### src/rtl/stream_arb_pkg.sv
// rtl/stream_arb_pkg.sv - shared types and round-robin helper for the stream arbiter
package stream_arb_pkg;

  typedef enum logic {ARB_IDLE, ARB_LOCKED} arb_state_t;

  localparam int RR_MAX_IN    = 32;
  localparam int RR_MAX_IDX_W = 5;

  // Linear-search form of the round-robin pick; returns {valid, idx}.
  function automatic logic [RR_MAX_IDX_W:0] rr_next(
    input logic [RR_MAX_IDX_W-1:0] ptr,
    input logic [RR_MAX_IN-1:0]    req,
    input int unsigned             num_in
  );
    logic                    found;
    logic [RR_MAX_IDX_W-1:0] idx;
    int unsigned             k;
    found = 1'b0;
    idx   = '0;
    for (int unsigned j = 0; j < RR_MAX_IN; j++) begin
      if (j < num_in && !found) begin
        k = (32'(ptr) + j) % num_in;
        if (req[k]) begin
          found = 1'b1;
          idx   = RR_MAX_IDX_W'(k);
        end
      end
    end
    return {found, idx};
  endfunction

endpackage

### src/rtl/rr_pick.sv
// rtl/rr_pick.sv - combinational round-robin pick using a double-width masked priority encoder
module rr_pick
  import stream_arb_pkg::*;
#(
  parameter int NUM_IN = 4,
  parameter int IDX_W  = $clog2(NUM_IN)
) (
  input  logic [NUM_IN-1:0] req_i,
  input  logic [IDX_W-1:0]  ptr_i,
  output logic              gnt_vld_o,
  output logic [IDX_W-1:0]  gnt_idx_o
);

  localparam logic [IDX_W:0] NUM_IN_W = (IDX_W+1)'(NUM_IN);

  logic [2*NUM_IN-1:0] req2;
  logic [2*NUM_IN-1:0] masked;
  logic                found;
  logic [IDX_W:0]      pos;

  // Lower copy masked below ptr, upper copy unmasked: first set bit wraps naturally.
  always_comb begin
    req2 = {req_i, req_i};
    for (int i = 0; i < 2*NUM_IN; i++) begin
      masked[i] = req2[i] & (i >= int'(ptr_i));
    end
    found = 1'b0;
    pos   = '0;
    for (int i = 0; i < 2*NUM_IN; i++) begin
      if (!found && masked[i]) begin
        found = 1'b1;
        pos   = (IDX_W+1)'(i);
      end
    end
    gnt_vld_o = |req_i;
    gnt_idx_o = IDX_W'((pos >= NUM_IN_W) ? (pos - NUM_IN_W) : pos);
  end

endmodule

### src/rtl/stream_rr_arbiter.sv
// rtl/stream_rr_arbiter.sv - packet-granular round-robin stream arbiter with registered output slice
module stream_rr_arbiter
  import stream_arb_pkg::*;
#(
  parameter  int NUM_IN = 4,
  parameter  int DATA_W = 8,
  localparam int IDX_W  = $clog2(NUM_IN)
) (
  input  logic                     clk_i,
  input  logic                     rst_i,
  input  logic [NUM_IN-1:0]        en_i,
  input  logic [NUM_IN*DATA_W-1:0] data_i,
  input  logic [NUM_IN-1:0]        last_i,
  input  logic [NUM_IN-1:0]        vld_i,
  output logic [NUM_IN-1:0]        rdy_o,
  output logic [DATA_W-1:0]        data_o,
  output logic                     last_o,
  output logic [IDX_W-1:0]         src_o,
  output logic                     vld_o,
  input  logic                     rdy_i,
  output logic                     busy_o
);

  arb_state_t        state_q, state_d;
  logic [IDX_W-1:0]  owner_q, owner_d;
  logic [IDX_W-1:0]  ptr_q, ptr_d;
  logic              vld_q, vld_d;
  logic [DATA_W-1:0] data_q, data_d;
  logic              last_q, last_d;
  logic [IDX_W-1:0]  src_q, src_d;
  logic              busy_q;

  logic [NUM_IN-1:0] cand;
  logic              pick_vld;
  logic [IDX_W-1:0]  pick_idx;
  logic              grant_valid;
  logic [IDX_W-1:0]  grant_idx;
  logic              slot_free;
  logic              acc;
  logic              acc_last;
  logic [DATA_W-1:0] acc_data;

  function automatic logic [IDX_W-1:0] idx_inc(input logic [IDX_W-1:0] x);
    return (x == IDX_W'(NUM_IN-1)) ? '0 : x + 1'b1;
  endfunction

  assign cand = vld_i & en_i;

  rr_pick #(
    .NUM_IN (NUM_IN),
    .IDX_W  (IDX_W)
  ) u_pick (
    .req_i     (cand),
    .ptr_i     (ptr_q),
    .gnt_vld_o (pick_vld),
    .gnt_idx_o (pick_idx)
  );

  always_comb begin
    slot_free   = ~vld_q | rdy_i;
    grant_valid = pick_vld;
    grant_idx   = pick_idx;
    if (state_q == ARB_LOCKED) begin
      grant_valid = 1'b1;
      grant_idx   = owner_q;
    end

    rdy_o = '0;
    if (grant_valid && slot_free && !rst_i) begin
      rdy_o[grant_idx] = 1'b1;
    end
    acc      = grant_valid & slot_free & ~rst_i & vld_i[grant_idx];
    acc_last = last_i[grant_idx];
    acc_data = data_i[int'(grant_idx)*DATA_W +: DATA_W];

    state_d = state_q;
    owner_d = owner_q;
    ptr_d   = ptr_q;
    if (acc) begin
      if (acc_last) begin
        state_d = ARB_IDLE;
        ptr_d   = idx_inc(grant_idx);
      end else if (state_q == ARB_IDLE) begin
        state_d = ARB_LOCKED;
        owner_d = grant_idx;
      end
    end

    // Output slice: load on accept, otherwise empty once downstream takes the beat.
    vld_d  = vld_q;
    data_d = data_q;
    last_d = last_q;
    src_d  = src_q;
    if (acc) begin
      vld_d  = 1'b1;
      data_d = acc_data;
      last_d = acc_last;
      src_d  = grant_idx;
    end else if (rdy_i) begin
      vld_d = 1'b0;
    end
  end

  always_ff @(posedge clk_i) begin
    if (rst_i) begin
      state_q <= ARB_IDLE;
      owner_q <= '0;
      ptr_q   <= '0;
      vld_q   <= 1'b0;
      data_q  <= '0;
      last_q  <= 1'b0;
      src_q   <= '0;
      busy_q  <= 1'b0;
    end else begin
      state_q <= state_d;
      owner_q <= owner_d;
      ptr_q   <= ptr_d;
      vld_q   <= vld_d;
      data_q  <= data_d;
      last_q  <= last_d;
      src_q   <= src_d;
      busy_q  <= (state_d == ARB_LOCKED);
    end
  end

  assign vld_o  = vld_q;
  assign data_o = data_q;
  assign last_o = last_q;
  assign src_o  = src_q;
  assign busy_o = busy_q;

endmodule

### config.mk
export PLATFORM = sky130hd
export DESIGN_NAME = stream_rr_arbiter
export DESIGN_NICKNAME = d
export VERILOG_FILES = /design/src/rtl/stream_arb_pkg.sv /design/src/rtl/rr_pick.sv /design/src/rtl/stream_rr_arbiter.sv
export SDC_FILE = /design/constraint.sdc
export NUM_CORES = 1
export LEC_CHECK = 0
export BUFFER_PORTS_ARGS = -buffer_cell sky130_fd_sc_hd__buf_2
export CORE_ASPECT_RATIO = 0.5
export CORE_UTILIZATION = 50
export CTS_CLUSTER_DIAMETER = 40
export DETAILED_ROUTE_END_ITERATION = 8
export PLACE_DENSITY_LB_ADDON = 0.08
export SYNTH_ARGS = -nofsm -noshare
export SYNTH_HDL_FRONTEND = slang
export SYNTH_SLANG_ARGS = --single-unit
### constraint.sdc
create_clock -name clk_i -period 5.6 [get_ports clk_i]
set_input_delay 0.56 -clock clk_i [delete_from_list [all_inputs] [get_ports clk_i]]
set_output_delay 0.56 -clock clk_i [all_outputs]
set_load 0.005 [all_outputs]
==> results of run 1 <==
[through the flow]
stage | hold slack, ns | power (W)
2_1_floorplan | 0.4482 | 0.0002420
3_3_place_gp | 0.4392 | 0.0002761
3_5_place_dp | 0.4490 | 0.0002788
4_1_cts | 0.4599 | 0.0003696
5_1_grt | 0.4810 | 0.0003914
6_report | 0.4562 | 0.0003687
[metal layers]
| metal | share of wire [%] | wire (um) | global-route usage [%] | vias up |
|---|---|---|---|---|
| li1 | - | - | - | 684 |
| met1 | 49 | 1560 | 29.13 | 622 |
| met5 | 0 | 0 | 0 | - |
| met3 | 5.2 | 165 | 5.990 | 4 |
| met2 | 45 | 1422 | 41.74 | 42 |
| met4 | 0.97 | 31 | 5.556 | 0 |
[cell type report]
type | count | area, um^2 | area share (%)
timing repair buffer | 64 | 322.8 | 19.13
multi-input combinational | 122 | 918.4 | 54.41
tap | 35 | 43.79 | 2.595
inverter | 4 | 17.52 | 1.038
sequential | 17 | 340.3 | 20.16
clock buffer | 4 | 45.04 | 2.669
[cells in the final DEF (no fill, tap or decap), types with 2 or more instances in the layout]
cell type | Yosys | final
a211o_1 | 8 | 8
nor2_1 | 7 | 7
clkbuf_8 | 0 | 3
o21ai_0 | 4 | 4
nor2b_1 | 3 | 3
buf_2 | 4 | 63
dfxtp_1 | 17 | 17
and2_0 | 5 | 5
a21oi_1 | 10 | 10
a221oi_1 | 2 | 2
ha_1 | 4 | 4
a22oi_1 | 2 | 2
inv_1 | 3 | 3
mux2i_1 | 15 | 15
nand2_1 | 14 | 14
a211oi_1 | 10 | 10
and2_1 | 10 | 10
nand3b_1 | 2 | 2
a21oi_2 | 2 | 2
[cell usage after synthesis (2+ instances only)]
cell type	number	area [um^2]
a221oi_1	2	17.52
and2_1	10	62.56
nand3b_1	2	15.01
buf_6	3	33.78
ha_1	4	50.05
a211o_1	8	70.07
a22oi_1	2	15.01
a211oi_1	10	75.07
buf_2	4	20.02
nor2b_1	3	18.77
nand2_1	14	52.55
o21ai_0	4	20.02
dfxtp_1	17	340.3
nor2_1	7	26.28
mux2i_1	15	150.1
and2_0	5	31.28
a21oi_2	2	17.52
a21oi_1	10	50.05
inv_1	3	11.26
[flip-flops by register name (all words and copies together) (netlist names)]
signal,flops
ptr_q,2
vld_o,1
busy_o,1
data_o,8
src_o,2
owner_q,2
last_o,1
[cells by family (layout without fill, tap and decap cells)]
family / Yosys count / after routing / share of synthesized area [%]
compound gates: 52 / 52 / 31.82
fa+ha+maj: 4 / 4 / 3.721
buf+inv: 14 / 72 / 6.418
flops: 17 / 17 / 25.30
mux: 17 / 17 / 12.84
simple gates: 49 / 49 / 19.91
[worst paths after layout]
kind | startpoint | end | slack, ns | cells past startpoint
setup / recovery | vld_i[1] | rdy_o[1] | 2.52 | 10
hold / removal | data_o[0]$_SDFFE_PP0P_ | data_o[0]$_SDFFE_PP0P_ | 0.46 | 2
setup reg to reg | ptr_q[1]$_SDFFE_PP0P_ | owner_q[1]$_SDFFE_PP0P_ | 2.63 | 7
hold reg to reg | data_o[0]$_SDFFE_PP0P_ | data_o[0]$_SDFFE_PP0P_ | 0.46 | 2
[critical path, stage by stage]
cell and delay, ns:
buf_2 0.11, a22oi_1 0.28, o2bb2ai_1 0.23, o21ai_0 0.25
a21oi_1 0.21, buf_4 0.26, inv_1 0.13, ha_1 0.21
and2_1 0.13, buf_2 0.12
[power by group through the flow]
stage          Clock (W)  Sequential (W)  Combinational [W]
6_report       0.0000923        0.000141           0.000136
3_5_place_dp           0        0.000143           0.000136
4_1_cts        0.0000919        0.000140           0.000137
3_3_place_gp           0        0.000143           0.000134
5_1_grt        0.0000987        0.000142           0.000151
2_1_floorplan          0        0.000141           0.000101
==> flow_summary.json, run 1 <==
{
  "outcome": "complete, no violations",
  "syn-cell-area_mm2": 0.001345,
  "final_area_mm2": 0.001688,
  "rsz0062_at_grt": "no",
  "io_buffers": 63,
  "ant_nets": 0,
  "cts-htree-levels": 1,
  "netlist_instances": 153,
  "synthArstFlopShare_pct": 0,
  "wire_per_inst_um": 12.93,
  "nets": 263,
  "drc": 0,
  "syn2layout_area_growth_pct": 25.49,
  "final_cells": 246,
  "cts-buffers-inserted": 3,
  "max_freq_ghz": 0.3244,
  "coreArea_mm2": 0.002372,
  "crit_type": "in -> out",
  "hpwlAfterDp_um": 2430,
  "overflow": 0,
  "cts_tree": "built",
  "num_vias": 1352,
  "drt_iter0_drc": 46,
  "post-cts-setup-buffers": 0,
  "start_util_pct": 56.70,
  "syn-num-nets": 204,
  "diodes": 0,
  "synth_seq_cells": 17,
  "hold_buffers": 0,
  "report.final.setup_viol": 0,
  "grt_pass1_wl_um": 4988,
  "seq_area_frac_synth_pct": 25.30,
  "die_area_mm2": 0.002914,
  "synth_warnings": 0,
  "hp-class": "reg -> reg",
  "max_slew_margin_pct": 30.40,
  "finalSetupTns_ns": 0,
  "clkLatencyLatePin_ns": 0.25,
  "hold_viol": 0,
  "power_switching_w": 0.0001238,
  "p_comb_share_pct": 36.8,
  "power.leakage_nw": 0.7892,
  "ctsResizeCount": 0,
  "grt_usage_pct": 23.57,
  "fill_cells": 220,
  "syn_avg_cell_area_um2": 8.791,
  "grt_pass1_vias": 1136,
  "cts_sinks": 17,
  "power.internal_w": 0.0002449,
  "synth-edff-count": 0,
  "seqPwrFrac_pct": 38.1,
  "die_y_um": 38.68,
  "dp_cells": 242,
  "arrival_ns": 2.52,
  "drv_slew": 0,
  "worst_ir_drop_vdd_v": 0.0001211,
  "yosysUniqueCellTypes": 47,
  "tightest_slew_ns": 1.041,
  "timing.final.crit_period_ns": 3.082,
  "placed_cell_area_mm2": 0.001643,
  "pwr-share-clk_pct": 25.0,
  "maxCapViolations": 0,
  "cp-end-kind": "output port",
  "skew_ns": 0.006394,
  "first_pass_iters": 4,
  "p_per_area_mw_per_mm2": 218.5,
  "fin_crit_sh_pct": 55.04,
  "post-route-util_pct": 71.15,
  "worstPathRequired_ns": 5.04,
  "drt_wl_total_um": 3180,
  "p_sw_share_pct": 33.58,
  "start_kind": "input pin",
  "cts_max_path_buffers": 2,
  "via_per_inst": 5.496,
  "drive_above_1_share_pct": 37.44,
  "io_pins": 64,
  "placementRows": 12,
  "root_buffer": "clkbuf_8",
  "synth_flop_cell": "dfxtp_1",
  "pre_cts_ws_ns": 2.322,
  "fin_ws_ns": 2.518,
  "crit_path_max_fanout": 21,
  "grt_max_degree": 27,
  "gp_congestion": 0.7715,
  "clk_pin_slew_ns": 0.07,
  "grt_antenna_before_repair": 0,
  "die_w_um": 75.35
}
(Power assumes the default switching activity.)
==> inputs of run 2 (changes only) <==
Settings changed: CORE_UTILIZATION 50 to 46.
Clock period 5.6 ns to 2.9 ns, I/O delays scaled along.
==> flow_summary.json, run 2 (synthesis results as in run 1) <==
{
  "final_cell_mix": "buf_2 (63), dfxtp_1 (17), mux2i_1 (15), nand2_1 (14)",
  "report.final.setup_viol": 0,
  "clk_pin_slew_ns": 0.06,
  "num_vias": 1371,
  "skew_ns": 0.002078,
  "syn2layout_area_growth_pct": 29.95,
  "cts-buffers-inserted": 3,
  "hpwlAfterDp_um": 2635,
  "cts_max_path_buffers": 2,
  "reg2reg_setup_slack_ns": 0.34,
  "hp-start": "rdy_i",
  "fin_ws_ns": 0.2880,
  "die_w_um": 78.47,
  "worstPathRequired_ns": 2.61,
  "cts_sinks": 17,
  "power_switching_w": 0.0002398,
  "worst_ir_drop_vdd_v": 0.0002544,
  "seqPwrFrac_pct": 37.3,
  "via_per_inst": 5.376,
  "hold_viol": 0,
  "p_per_area_mw_per_mm2": 415.1,
  "power.leakage_nw": 0.8223,
  "path_cells": "and3b_1, a221oi_1, o21a_1, a21oi_2, buf_4, ha_1, and2_1, buf_2",
  "root_buffer": "clkbuf_8",
  "tightest_slew_ns": 0.4896,
  "maxCapViolations": 0,
  "gp_congestion": 0.8826,
  "overflow": 0,
  "coreArea_mm2": 0.002684,
  "finalSetupTns_ns": 0,
  "start_util_pct": 50.12,
  "drt_iter0_drc": 71,
  "placementRows": 13,
  "power.internal_w": 0.0004859,
  "die_y_um": 40.24,
  "drv_slew": 0,
  "timing.final.crit_period_ns": 2.612,
  "fill_cells": 250,
  "grt_usage_pct": 22.63,
  "grt_pass1_wl_um": 5250,
  "nets": 270,
  "pwr-share-clk_pct": 24.1,
  "hp-class": "in -> reg",
  "cts_tree": "built",
  "first_pass_iters": 4,
  "cts-htree-levels": 1,
  "start_kind": "flop",
  "crit_path_max_fanout": 18,
  "arrival_ns": 2.32,
  "p_comb_share_pct": 38.6,
  "grt_max_degree": 19,
  "final_cells": 255,
  "drc": 0,
  "die_area_mm2": 0.003157,
  "p_sw_share_pct": 33.04,
  "max_slew_margin_pct": 67.30,
  "cp_slowest_stage_delay_ns": 0.38,
  "cp-end-kind": "output port",
  "drive_above_1_share_pct": 39.91,
  "grt_pass1_vias": 1193,
  "post-cts-setup-buffers": 0,
  "ant_nets": 0,
  "fin_crit_sh_pct": 90.07,
  "final_common_cell": "buf_2",
  "diodes": 0,
  "max_freq_ghz": 0.3828,
  "grt_antenna_before_repair": 0,
  "wire_per_inst_um": 13.13,
  "total_power_w": 0.0007256,
  "drt_wl_total_um": 3349,
  "crit_type": "reg -> out",
  "io_buffers": 63,
  "cp_slowest_cell": "dfxtp_1",
  "largest_reg_flops": 8,
  "dp_cells": 251,
  "io_pins": 64,
  "reg2reg_from": "busy_o$_SDFFE_PP0P_",
  "startpoint": "ptr_q[0]$_SDFFE_PP0P_",
  "outcome": "complete, no violations",
  "clkLatencyLatePin_ns": 0.25,
  "pre_cts_ws_ns": 0.2527,
  "rsz0062_at_grt": "no"
}
==> run 2: power groups by stage <==
stage	Clock, W	Combinational (W)	Sequential, W
after CTS	0.000179	0.000281	0.000270
after global placement	0	0.000275	0.000275
after floorplan	0	0.000194	0.000273
final	0.000175	0.000280	0.000271
after detailed placement	0	0.000280	0.000275
after global routing	0.000189	0.000313	0.000273
==> run 2: what timing repair did <==
| action | 4_1_cts | 5_1_grt |
|---|---|---|
| resized for setup | 0 | 1 |
| hold buffers | 0 | 0 |
| endpoints found under the setup margin | 0 | 1 |
==> run 2: final timing paths <==
kind                                                end  cells after the start
worst max-delay path                           rdy_o[2]                      8
worst min-delay path                 vld_o$_SDFFE_PP0P_                      4
worst max register to register  owner_q[1]$_SDFFE_PP0P_                      7
worst min register to register   data_o[3]$_SDFFE_PP0P_                      2
==> run 2: cell type report <==
cell class | instances | area [um^2] | share of cell area [%]
inverter | 4 | 17.52 | 1.002
multi-input combinational | 122 | 923.4 | 52.83
sequential | 17 | 340.3 | 19.47
timing repair buffer | 71 | 375.4 | 21.47
tap | 37 | 46.29 | 2.649
clock buffer | 4 | 45.04 | 2.577
==> run 2: stage by stage <==
step                hold WS (ns)  area [um^2]  util, %
floorplan                 0.4482         1345        -
global placement          0.4389         1702    63.40
detailed placement        0.4481         1702    63.40
CTS                       0.3785         1747    65.08
global route              0.3958         1748    65.13
finish                    0.3804         1748    65.13
==> run 2: metal layers <==
| layer | wire, um | GRT usage [%] |
|---|---|---|
| met3 | 241 | 7.500 |
| met4 | 52 | 9.259 |
| met1 | 1578 | 27.75 |
| met5 | 0 | 0 |
| met2 | 1477 | 38.16 |
==> run 2: critical path, delay by kind of cell, from the launching register on <==
family | cells | cell delay, ns
AOI/OAI and AO/OA | 3 | 0.80
and+or+nand+nor | 2 | 0.36
buffers and inverters | 2 | 0.34
DFF | 1 | 0.38
adders and majority gates | 1 | 0.20
